## src/rtl/generic_sram_port_arbiter_pkg.sv

```systemverilog
// Shared types for the two-port SRAM arbiter: FSM state encoding and requester index width.
package generic_sram_arb_pkg;

  localparam int unsigned NUM_REQ   = 2;
  localparam int unsigned REQ_IDX_W = 1;

  typedef logic [REQ_IDX_W-1:0] req_idx_t;

  typedef enum logic [1:0] {
    START = 2'd0,
    INIT  = 2'd1,
    RUN   = 2'd2
  } arb_state_e;

  // Round-robin hand-off: with two requesters the loser is simply the other index.
  function automatic req_idx_t other_req(input req_idx_t r);
    return ~r;
  endfunction

endpackage

```

## src/rtl/generic_sram_port_arbiter_if.sv

```systemverilog
// Request/response bundle for both requesters of the SRAM port arbiter.
interface generic_sram_port_arbiter_if #(
  parameter int unsigned DATA_WIDTH    = 128,
  parameter int unsigned ADDRESS_WIDTH = 7
);

  logic                     i_req_valid_0;
  logic                     o_req_ready_0;
  logic                     i_req_write_0;
  logic [ADDRESS_WIDTH-1:0] i_req_address_0;
  logic [DATA_WIDTH-1:0]    i_req_write_data_0;
  logic                     o_rsp_valid_0;
  logic [DATA_WIDTH-1:0]    o_rsp_read_data_0;

  logic                     i_req_valid_1;
  logic                     o_req_ready_1;
  logic                     i_req_write_1;
  logic [ADDRESS_WIDTH-1:0] i_req_address_1;
  logic [DATA_WIDTH-1:0]    i_req_write_data_1;
  logic                     o_rsp_valid_1;
  logic [DATA_WIDTH-1:0]    o_rsp_read_data_1;

  // Arbiter side.
  modport slave (
    input  i_req_valid_0, i_req_write_0, i_req_address_0, i_req_write_data_0,
    input  i_req_valid_1, i_req_write_1, i_req_address_1, i_req_write_data_1,
    output o_req_ready_0, o_rsp_valid_0, o_rsp_read_data_0,
    output o_req_ready_1, o_rsp_valid_1, o_rsp_read_data_1
  );

  // Requester side.
  modport master (
    output i_req_valid_0, i_req_write_0, i_req_address_0, i_req_write_data_0,
    output i_req_valid_1, i_req_write_1, i_req_address_1, i_req_write_data_1,
    input  o_req_ready_0, o_rsp_valid_0, o_rsp_read_data_0,
    input  o_req_ready_1, o_rsp_valid_1, o_rsp_read_data_1
  );

endinterface

```

## src/rtl/generic_sram_rsp_pipe.sv

```systemverilog
// Read-response delay line: carries a valid bit and requester tag LATENCY cycles.
module generic_sram_rsp_pipe
  import generic_sram_arb_pkg::*;
#(
  parameter int unsigned LATENCY = 2
) (
  input  logic     i_clk,
  input  logic     i_rst_n,
  input  logic     i_valid,
  input  req_idx_t i_tag,
  output logic     o_valid,
  output req_idx_t o_tag
);

  logic [LATENCY-1:0] valid_q;
  req_idx_t           tag_q [LATENCY];

  always_ff @(posedge i_clk or negedge i_rst_n) begin
    if (!i_rst_n) begin
      valid_q <= '0;
      for (int i = 0; i < LATENCY; i++) begin
        tag_q[i] <= '0;
      end
    end else begin
      valid_q[0] <= i_valid;
      tag_q[0]   <= i_tag;
      for (int i = 1; i < LATENCY; i++) begin
        valid_q[i] <= valid_q[i-1];
        tag_q[i]   <= tag_q[i-1];
      end
    end
  end

  assign o_valid = valid_q[LATENCY-1];
  assign o_tag   = tag_q[LATENCY-1];

endmodule

```

## src/rtl/generic_sram_port_arbiter.sv

```systemverilog
// Two-requester round-robin arbiter in front of a single-port SRAM, with optional
// clear-after-reset sweep and fixed-latency read responses.
module generic_sram_port_arbiter
  import generic_sram_arb_pkg::*;
#(
  parameter int unsigned           DATA_WIDTH    = 128,
  parameter int unsigned           ADDRESS_WIDTH = 7,
  parameter int unsigned           READ_LATENCY  = 2,
  parameter bit                    INIT_ON_RESET = 1'b1,
  parameter logic [DATA_WIDTH-1:0] INIT_VALUE    = '0
) (
  input  logic                     i_clk,
  input  logic                     i_rst_n,
  generic_sram_port_arbiter_if.slave req_bus,
  output logic [ADDRESS_WIDTH-1:0] o_sram_address,
  output logic [DATA_WIDTH-1:0]    o_sram_write_data,
  output logic                     o_sram_write_enable,
  input  logic [DATA_WIDTH-1:0]    i_sram_read_data,
  output logic                     o_init_done
);

  arb_state_e               state_q, state_d;
  logic [ADDRESS_WIDTH-1:0] clr_cnt_q, clr_cnt_d;
  req_idx_t                 ptr_q, ptr_d;

  logic [1:0]               req_valid;
  req_idx_t                 grant;
  logic                     accept;
  logic                     acc_write;
  logic [ADDRESS_WIDTH-1:0] acc_address;
  logic [DATA_WIDTH-1:0]    acc_write_data;

  logic                     pipe_valid;
  req_idx_t                 pipe_tag;

  assign req_valid = {req_bus.i_req_valid_1, req_bus.i_req_valid_0};

  // Contention goes to the pointer; a lone requester always wins.
  always_comb begin
    grant = '0;
    case (req_valid)
      2'b01:   grant = 1'b0;
      2'b10:   grant = 1'b1;
      2'b11:   grant = ptr_q;
      default: grant = '0;
    endcase
  end

  assign accept = (state_q == RUN) && (req_valid != 2'b00);

  assign acc_write      = grant ? req_bus.i_req_write_1      : req_bus.i_req_write_0;
  assign acc_address    = grant ? req_bus.i_req_address_1    : req_bus.i_req_address_0;
  assign acc_write_data = grant ? req_bus.i_req_write_data_1 : req_bus.i_req_write_data_0;

  assign req_bus.o_req_ready_0 = accept && (grant == 1'b0);
  assign req_bus.o_req_ready_1 = accept && (grant == 1'b1);

  always_comb begin
    state_d             = state_q;
    clr_cnt_d           = clr_cnt_q;
    ptr_d               = ptr_q;
    o_sram_address      = '0;
    o_sram_write_data   = '0;
    o_sram_write_enable = 1'b0;

    unique case (state_q)
      START: begin
        state_d = INIT_ON_RESET ? INIT : RUN;
      end
      INIT: begin
        o_sram_address      = clr_cnt_q;
        o_sram_write_data   = INIT_VALUE;
        o_sram_write_enable = 1'b1;
        clr_cnt_d           = clr_cnt_q + 1'b1;
        if (clr_cnt_q == '1) begin
          state_d = RUN;
        end
      end
      RUN: begin
        if (accept) begin
          o_sram_address      = acc_address;
          o_sram_write_data   = acc_write_data;
          o_sram_write_enable = acc_write;
          ptr_d               = other_req(grant);
        end
      end
      default: begin
        state_d = START;
      end
    endcase
  end

  always_ff @(posedge i_clk or negedge i_rst_n) begin
    if (!i_rst_n) begin
      state_q   <= START;
      clr_cnt_q <= '0;
      ptr_q     <= '0;
    end else begin
      state_q   <= state_d;
      clr_cnt_q <= clr_cnt_d;
      ptr_q     <= ptr_d;
    end
  end

  // Only reads enter the delay line; writes complete silently.
  generic_sram_rsp_pipe #(
    .LATENCY (READ_LATENCY)
  ) u_rsp_pipe (
    .i_clk   (i_clk),
    .i_rst_n (i_rst_n),
    .i_valid (accept && !acc_write),
    .i_tag   (grant),
    .o_valid (pipe_valid),
    .o_tag   (pipe_tag)
  );

  assign req_bus.o_rsp_valid_0     = pipe_valid && (pipe_tag == 1'b0);
  assign req_bus.o_rsp_valid_1     = pipe_valid && (pipe_tag == 1'b1);
  assign req_bus.o_rsp_read_data_0 = i_sram_read_data;
  assign req_bus.o_rsp_read_data_1 = i_sram_read_data;

  assign o_init_done = (state_q == RUN);

endmodule
```

## src/flat_wrapper.sv

```systemverilog
// flat-port wrapper written by rule: the top's interface ports become plain ports
module generic_sram_port_arbiter_flat import generic_sram_arb_pkg::*;
#(
  parameter int unsigned           DATA_WIDTH    = 128,
  parameter int unsigned           ADDRESS_WIDTH = 7,
  parameter int unsigned           READ_LATENCY  = 2,
  parameter bit                    INIT_ON_RESET = 1'b1,
  parameter logic [DATA_WIDTH-1:0] INIT_VALUE    = '0
)
  (i_clk, i_rst_n, o_sram_address, o_sram_write_data, o_sram_write_enable, i_sram_read_data, o_init_done, req_bus_i_req_valid_0, req_bus_i_req_write_0, req_bus_i_req_address_0, req_bus_i_req_write_data_0, req_bus_i_req_valid_1, req_bus_i_req_write_1, req_bus_i_req_address_1, req_bus_i_req_write_data_1, req_bus_o_req_ready_0, req_bus_o_rsp_valid_0, req_bus_o_rsp_read_data_0, req_bus_o_req_ready_1, req_bus_o_rsp_valid_1, req_bus_o_rsp_read_data_1);
  generic_sram_port_arbiter_if #(.DATA_WIDTH(DATA_WIDTH), .ADDRESS_WIDTH(ADDRESS_WIDTH)) req_bus_i ();
  input  logic i_clk;
  input  logic i_rst_n;
  output logic [ADDRESS_WIDTH-1:0] o_sram_address;
  output logic [DATA_WIDTH-1:0] o_sram_write_data;
  output logic o_sram_write_enable;
  input  logic [DATA_WIDTH-1:0] i_sram_read_data;
  output logic o_init_done;
  input wire logic [$bits(req_bus_i.i_req_valid_0)-1:0] req_bus_i_req_valid_0;
  input wire logic [$bits(req_bus_i.i_req_write_0)-1:0] req_bus_i_req_write_0;
  input wire logic [$bits(req_bus_i.i_req_address_0)-1:0] req_bus_i_req_address_0;
  input wire logic [$bits(req_bus_i.i_req_write_data_0)-1:0] req_bus_i_req_write_data_0;
  input wire logic [$bits(req_bus_i.i_req_valid_1)-1:0] req_bus_i_req_valid_1;
  input wire logic [$bits(req_bus_i.i_req_write_1)-1:0] req_bus_i_req_write_1;
  input wire logic [$bits(req_bus_i.i_req_address_1)-1:0] req_bus_i_req_address_1;
  input wire logic [$bits(req_bus_i.i_req_write_data_1)-1:0] req_bus_i_req_write_data_1;
  output wire logic [$bits(req_bus_i.o_req_ready_0)-1:0] req_bus_o_req_ready_0;
  output wire logic [$bits(req_bus_i.o_rsp_valid_0)-1:0] req_bus_o_rsp_valid_0;
  output wire logic [$bits(req_bus_i.o_rsp_read_data_0)-1:0] req_bus_o_rsp_read_data_0;
  output wire logic [$bits(req_bus_i.o_req_ready_1)-1:0] req_bus_o_req_ready_1;
  output wire logic [$bits(req_bus_i.o_rsp_valid_1)-1:0] req_bus_o_rsp_valid_1;
  output wire logic [$bits(req_bus_i.o_rsp_read_data_1)-1:0] req_bus_o_rsp_read_data_1;
  assign req_bus_i.i_req_valid_0 = req_bus_i_req_valid_0;
  assign req_bus_i.i_req_write_0 = req_bus_i_req_write_0;
  assign req_bus_i.i_req_address_0 = req_bus_i_req_address_0;
  assign req_bus_i.i_req_write_data_0 = req_bus_i_req_write_data_0;
  assign req_bus_i.i_req_valid_1 = req_bus_i_req_valid_1;
  assign req_bus_i.i_req_write_1 = req_bus_i_req_write_1;
  assign req_bus_i.i_req_address_1 = req_bus_i_req_address_1;
  assign req_bus_i.i_req_write_data_1 = req_bus_i_req_write_data_1;
  assign req_bus_o_req_ready_0 = req_bus_i.o_req_ready_0;
  assign req_bus_o_rsp_valid_0 = req_bus_i.o_rsp_valid_0;
  assign req_bus_o_rsp_read_data_0 = req_bus_i.o_rsp_read_data_0;
  assign req_bus_o_req_ready_1 = req_bus_i.o_req_ready_1;
  assign req_bus_o_rsp_valid_1 = req_bus_i.o_rsp_valid_1;
  assign req_bus_o_rsp_read_data_1 = req_bus_i.o_rsp_read_data_1;
  generic_sram_port_arbiter #(.DATA_WIDTH(DATA_WIDTH), .ADDRESS_WIDTH(ADDRESS_WIDTH), .READ_LATENCY(READ_LATENCY), .INIT_ON_RESET(INIT_ON_RESET), .INIT_VALUE(INIT_VALUE)) u_core (.i_clk(i_clk), .i_rst_n(i_rst_n), .req_bus(req_bus_i), .o_sram_address(o_sram_address), .o_sram_write_data(o_sram_write_data), .o_sram_write_enable(o_sram_write_enable), .i_sram_read_data(i_sram_read_data), .o_init_done(o_init_done));
endmodule
```

## config.mk

```make
export PLATFORM = sky130hd
export DESIGN_NAME = generic_sram_port_arbiter_flat
export DESIGN_NICKNAME = d
export VERILOG_FILES = /design/src/rtl/generic_sram_port_arbiter_pkg.sv /design/src/rtl/generic_sram_port_arbiter_if.sv /design/src/rtl/generic_sram_rsp_pipe.sv /design/src/rtl/generic_sram_port_arbiter.sv /design/src/flat_wrapper.sv
export SDC_FILE = /design/constraint.sdc
export NUM_CORES = 1
export LEC_CHECK = 0
export BUFFER_PORTS_ARGS = -buffer_cell sky130_fd_sc_hd__buf_4
export CORE_AREA = 2 2 308 310
export CTS_BUF_LIST = sky130_fd_sc_hd__clkbuf_8
export DETAILED_ROUTE_END_ITERATION = 12
export DIE_AREA = 0 0 310 312
export GPL_TIMING_DRIVEN = 0
export PLACE_DENSITY = 0.33
export SLEW_MARGIN = 40
export SYNTH_ARGS = -nofsm -noshare
export SYNTH_HDL_FRONTEND = slang
export SYNTH_SLANG_ARGS = --single-unit
export TNS_END_PERCENT = 10
```

## constraint.sdc

```tcl
create_clock -name i_clk -period 2.1 [get_ports i_clk]
set_input_delay 0.21 -clock i_clk [delete_from_list [all_inputs] [get_ports i_clk]]
set_output_delay 0.21 -clock i_clk [all_outputs]
set_load 0.01 [all_outputs]
```

======== Yosys cells after proc, flatten, opt, wreduce, memory -nomap -nowiden ========
Cells that the tools add are included.
storage, ports and cells
  flip-flop bits (word level) ............. 14
  bits in latches ......................... 0
  RAM bits ................................ 0
  memory bits (read-only) ................. 0
  bits of input ports ..................... 404
  output and inout bits ................... 397
  logic and storage cells ................. 39
  memories kept ........................... 0
operators by class
  $add $sub $neg .......................... 1
  $mul .................................... 0
  div/mod/pow operators ................... 0
  magnitude comparators ................... 0
  equality and inequality tests ........... 6
  shifts and indexed selects .............. 0
  mux-type cells .......................... 12
  bitwise logic cells ..................... 3
  reductions and logical operators ........ 11
operators by type and width
  kind                                                                     count
  128-bit 2-to-1 mux                                                       3
  7-bit 2-to-1 mux                                                         2
  7-bit case mux with 2 select lines                                       1
  7-bit by 1-bit adder with 7-bit output, second input constant            1
  7-bit equality test, second input constant                               1
  2-bit equality test, second input constant                               3
  1-bit logical AND                                                        6
  2-bit case mux with 3 select lines                                       1
  1-bit case mux with 2 select lines                                       2
  2-bit AND reduction                                                      2
  1-bit inverter                                                           3
  2-bit by 1-bit equality test with 1-bit output, second input constant    1
  2-bit logical NOT                                                        1
  1-bit 2-to-1 mux                                                         2
  2-bit 2-to-1 mux                                                         1
  2-bit by 1-bit inequality test with 1-bit output, second input constant  1
  2-bit nonzero test                                                       1
  1-bit logical NOT                                                        1

======== Depth between registers and ports, before layout ========
  depth in word-level cells ............... 5
  depth in mapped cells ................... 8

======== Cells and area by module ========
A second synthesis with hierarchy kept.
second synthesis, totals
  cells, all modules ...................... 505
  area total of the unflattened synthesis .. 4115.2 µm²
modules (own cells, without submodules)
  module                     times used  cells an instance  area each (µm²)  seq. area each (µm²)
  generic_sram_port_arbiter  1           501                4015.1           250.2
  generic_sram_rsp_pipe      1           4                  100.1            100.1

======== Worst setup path before layout ========
OpenSTA, ideal clock, no wires.
  kind .................................... register to output
  from .................................... reg u_core.state_q[0]
  to ...................................... out o_sram_write_data[108]
  data arrival time ....................... 1.645 ns
  data required time ...................... 1.890 ns
  setup slack ............................. 0.245 ns
  stages on the path, launching flop included .. 9
  path buffers ............................ 3
  path through ............................ dfrtp_1 inv_1 ha_1 buf_2 nand2_1 a21oi_1 buf_2 buf_2 a22o_1
on the way
  cells in the longest elaborated chain, start to end .. 4
ends and longest elaborated chain
  element                   RTL line                         text
  start: declaration        generic_sram_port_arbiter.sv:22  arb_state_e state_q, state_d;
  start signal: assignment  generic_sram_port_arbiter.sv:99  state_q <= state_d;
  2-bit equality test (*)   n/a
  net o_init_done           flat_wrapper.sv:18               output logic o_init_done;
  1-bit logical AND         generic_sram_port_arbiter.sv:49  assign accept = (state_q == RUN) && (req_valid != 2'b00);
  128-bit 2-to-1 mux        generic_sram_port_arbiter.sv:80  if (accept) begin
  128-bit 2-to-1 mux (*)    generic_sram_port_arbiter.sv:66  unique case (state_q)
  end: declaration          flat_wrapper.sv:15               output logic [DATA_WIDTH-1:0] o_sram_write_data;
The timed path passes the listed nets; every way through them passes the cells marked *.

======== Final worst setup path ========
  from .................................... reg u_core.state_q[0]
  to ...................................... out o_sram_write_data[111]
on the way
  cells in the longest elaborated chain, start to end .. 4
ends and longest elaborated chain
  element                  RTL line
  2-bit equality test (*)  generic_sram_port_arbiter.sv:49, generic_sram_port_arbiter.sv:66
  1-bit logical AND        generic_sram_port_arbiter.sv:49
  128-bit 2-to-1 mux       generic_sram_port_arbiter.sv:80
  128-bit 2-to-1 mux (*)   generic_sram_port_arbiter.sv:66
Every way passes the cells marked *; elsewhere a longest branch is shown, timed or not.

==> metrics.txt <==
status=complete, but fails checks; clock slew at reported path FFs=approximately 0.060 ns; period utilization=101.8%; largest net degree at the start of global routing=15; CP max FO=10; DR WL/cell=around 16 um; post-route minimum period=between 2 and 2.5 ns; PwrDens=approximately 160 nW/um^2; Synth Warn #=0; final setup vio count=18; Startpoint Class=register; gp weighted congestion=between 0.7 and 0.8; EDFF count, synth=0; H-tree depth=1; layout cells sized above 1=84.88%; RSZ-0062 raised after global routing=true; Tot GR Track Use=between 7 and 8%; Crit. End Element=primary output; Worst Max-Slew Pin Slew=between 0.2 and 0.25 ns; arrival time worst endpoint=about 1.9 ns; clk_lat worst skew=0.25 ns; vias per inst=between 2 and 3; post-synth top area share=a little under half; clock tree buffer depth=2; ys async rst share=100.0%; Yosys cell types=31; Synth Cell Area=a little over 4000 um^2; Synth Register Bits=14; Core Region=approximately 93000 um^2; synth top area cells=buf_4, a22o_1, dfrtp_1, buf_6, buf_2; Initial DRT Pass Iterations=4; FILL cells=around 11000; vias in the first global route=about 6300; Layout Utilization=between 10% and 20%; syn nets=900; Setup CP Type=reg2out; final layout net count=between 1500 and 2000; HPWL after detailed placement=approximately 35000 um; final worst-path setup slack=-0.03801 ns; Congestion Overflow GR=0; first-pass GRT wire length=47720 um; CTS buffer count=3; Post-synth top flop=dfrtp_1; failing checks=negative setup slack; Slew Viols, Final=0; max-capacitance violation count=0; Final ANT Viol Nets=0; row count=between 100 and 150; Setup TNS Final=-0.3589 ns; Rel. slew slack=84.47%; post-synthesis to final-layout area growth=180.6%; IO Count=801; Hold Path Cell Cnt=2; root buffer cell=clkbuf_8; synth cell count leaders=buf_4, a22o_1, buf_2; count leader, synth=buf_4; peak supply drop=~190 uV; R2R depth=5; cell leakage power=approximately 5.8 nW; pre-CTS WS=-1.321 ns; Die Y=~310 um; Starting Density=4.396%; Post-route DRC=0; total wire length=around 40000 um; initial antenna violation count=24; total die area=96720 um^2; top achievable clock speed=~470 MHz; DRT iter0 DRCs=between 150 and 200; # clock sinks=14; die width=310 um; area leader, netlist=buf_4; Worst Path Required=between 1.5 and 2 ns; Hold Path Class=in2reg; CTS tree=built; Syn Inst Count=slightly below 500; PortBufs=roughly 670; Vias=roughly 6200; Seq/Total Area, Yosys=under 10%; Fin. Hold Viols=0; syn avg cell area=a little over 8 um^2; Final Skew=just over 0.004 ns
[area by class of cell]
class / count / area [um^2] / share of cell area [%]
Antenna cell: 9 / 22.52 / 0.1962
Buffer: 288 / 2360 / 20.56
Clock buffer: 4 / 55.05 / 0.4796
Inverter: 2 / 7.507 / 0.06540
Multi-Input combinational cell: 186 / 1705 / 14.86
Sequential cell: 14 / 351.6 / 3.063
Tap cell: 1254 / 1569 / 13.67
Timing Repair Buffer: 690 / 5408 / 47.11
[through the flow]
| step | cells | instance area, um^2 | hold slack [ns] | total power, mW |
|---|---|---|---|---|
| after CTS | 2431 | 11140 | 0.2100 | 1.923 |
| after detailed placement | 2418 | 10710 | 0.07984 | 1.646 |
| after global routing | 2442 | 11470 | 0.2122 | 2.009 |
| final | 2447 | 11480 | 0.2120 | 1.894 |
| after floorplan | 492 | 4090 | -0.08559 | 0.7869 |
| after global placement | 2418 | 10700 | 0.07850 | 1.643 |
[layer usage]
metal  track usage [%]  wire, um  vias up
li1                  -         -     2902
met1             6.443     12340     2783
met2             14.34     21220      455
met3             2.950      4844       48
met4             1.592      1025        8
met5                 0        46        -
[timing repair]
| item | 4_1_cts | 5_1_grt |
|---|---|---|
| setup endpoints to repair | 137 | 136 |
| pin swaps | 9 | 46 |
| hold endpoints to repair | 14 | 0 |
| cloned | 2 | 4 |
| hold buffers | 1 | 0 |
| setup buffers | 6 | 5 |
| resized for setup | 64 | 52 |
[critical path: stages (launching register included)]
cell and delay [ns]:
dfrtp_1 0.39, inv_2 0.08, ha_4 0.16, nand2_4 0.06, a21oi_4 0.15, buf_4 0.21, buf_4 0.19, buf_4 0.18
a22o_1 0.14, buf_4 0.12
[state kept, by name, summed over array words and instances (netlist names)]
| register | count |
|---|---|
| u_core.u_rsp_pipe.tag_q | 1 |
| u_core.clr_cnt_q | 7 |
| u_core.u_rsp_pipe.o_tag | 1 |
| u_core.state_q | 2 |
| u_core.ptr_q | 1 |
| u_core.u_rsp_pipe.valid_q | 2 |
[cells by family after synthesis]
| family | after synthesis | share of synthesized area [%] |
|---|---|---|
| multiplexers | 2 | 0.5506 |
| XOR/XNOR | 6 | 1.285 |
| AO/OA/AOI/OAI | 142 | 30.32 |
| adder cells (fa/ha/maj) | 4 | 1.224 |
| flip-flops | 14 | 8.565 |
| buffers and inverters | 292 | 53.17 |
| AND/OR/NAND/NOR | 32 | 4.895 |
[worst paths after layout]
kind / startpoint / to / slack (ns)
min in group asynchronous: i_rst_n / u_core.clr_cnt_q[5] / 0.37
max in group asynchronous: i_rst_n / u_core.ptr_q / 1.53
max reg2reg: u_core.state_q[1] / u_core.state_q[0] / 0.45
min reg2reg: u_core.u_rsp_pipe.tag_q[1] / u_core.u_rsp_pipe.o_tag / 0.35
max: u_core.state_q[0] / o_sram_write_data[111] / -0.04
min: req_bus_i_req_valid_1 / u_core.ptr_q / 0.21
[cell usage in the layout (no fill, tap or decap), types with 2 or more instances in the layout]
master	count
mux2_2	2
xor2_1	2
buf_16	5
and3_1	8
nand3b_1	2
clkbuf_4	2
nand2_1	6
and2_1	3
a22o_1	118
ha_4	2
dfrtp_1	13
and4_1	2
nand4_1	3
a22o_4	10
diode_2	9
buf_6	35
buf_8	4
clkbuf_8	5
xnor2_1	4
clkbuf_16	4
buf_12	7
buf_4	918
a221o_1	7
[power by group]
part | switching [mW] | total (mW) | internal, mW
Sequential | 0.000635 | 0.272 | 0.272
Clock | 0.0980 | 0.264 | 0.166
Combinational | 0.432 | 1.36 | 0.925
Total | 0.531 | 1.89 | 1.36
Power figures use the tool's default switching activity.
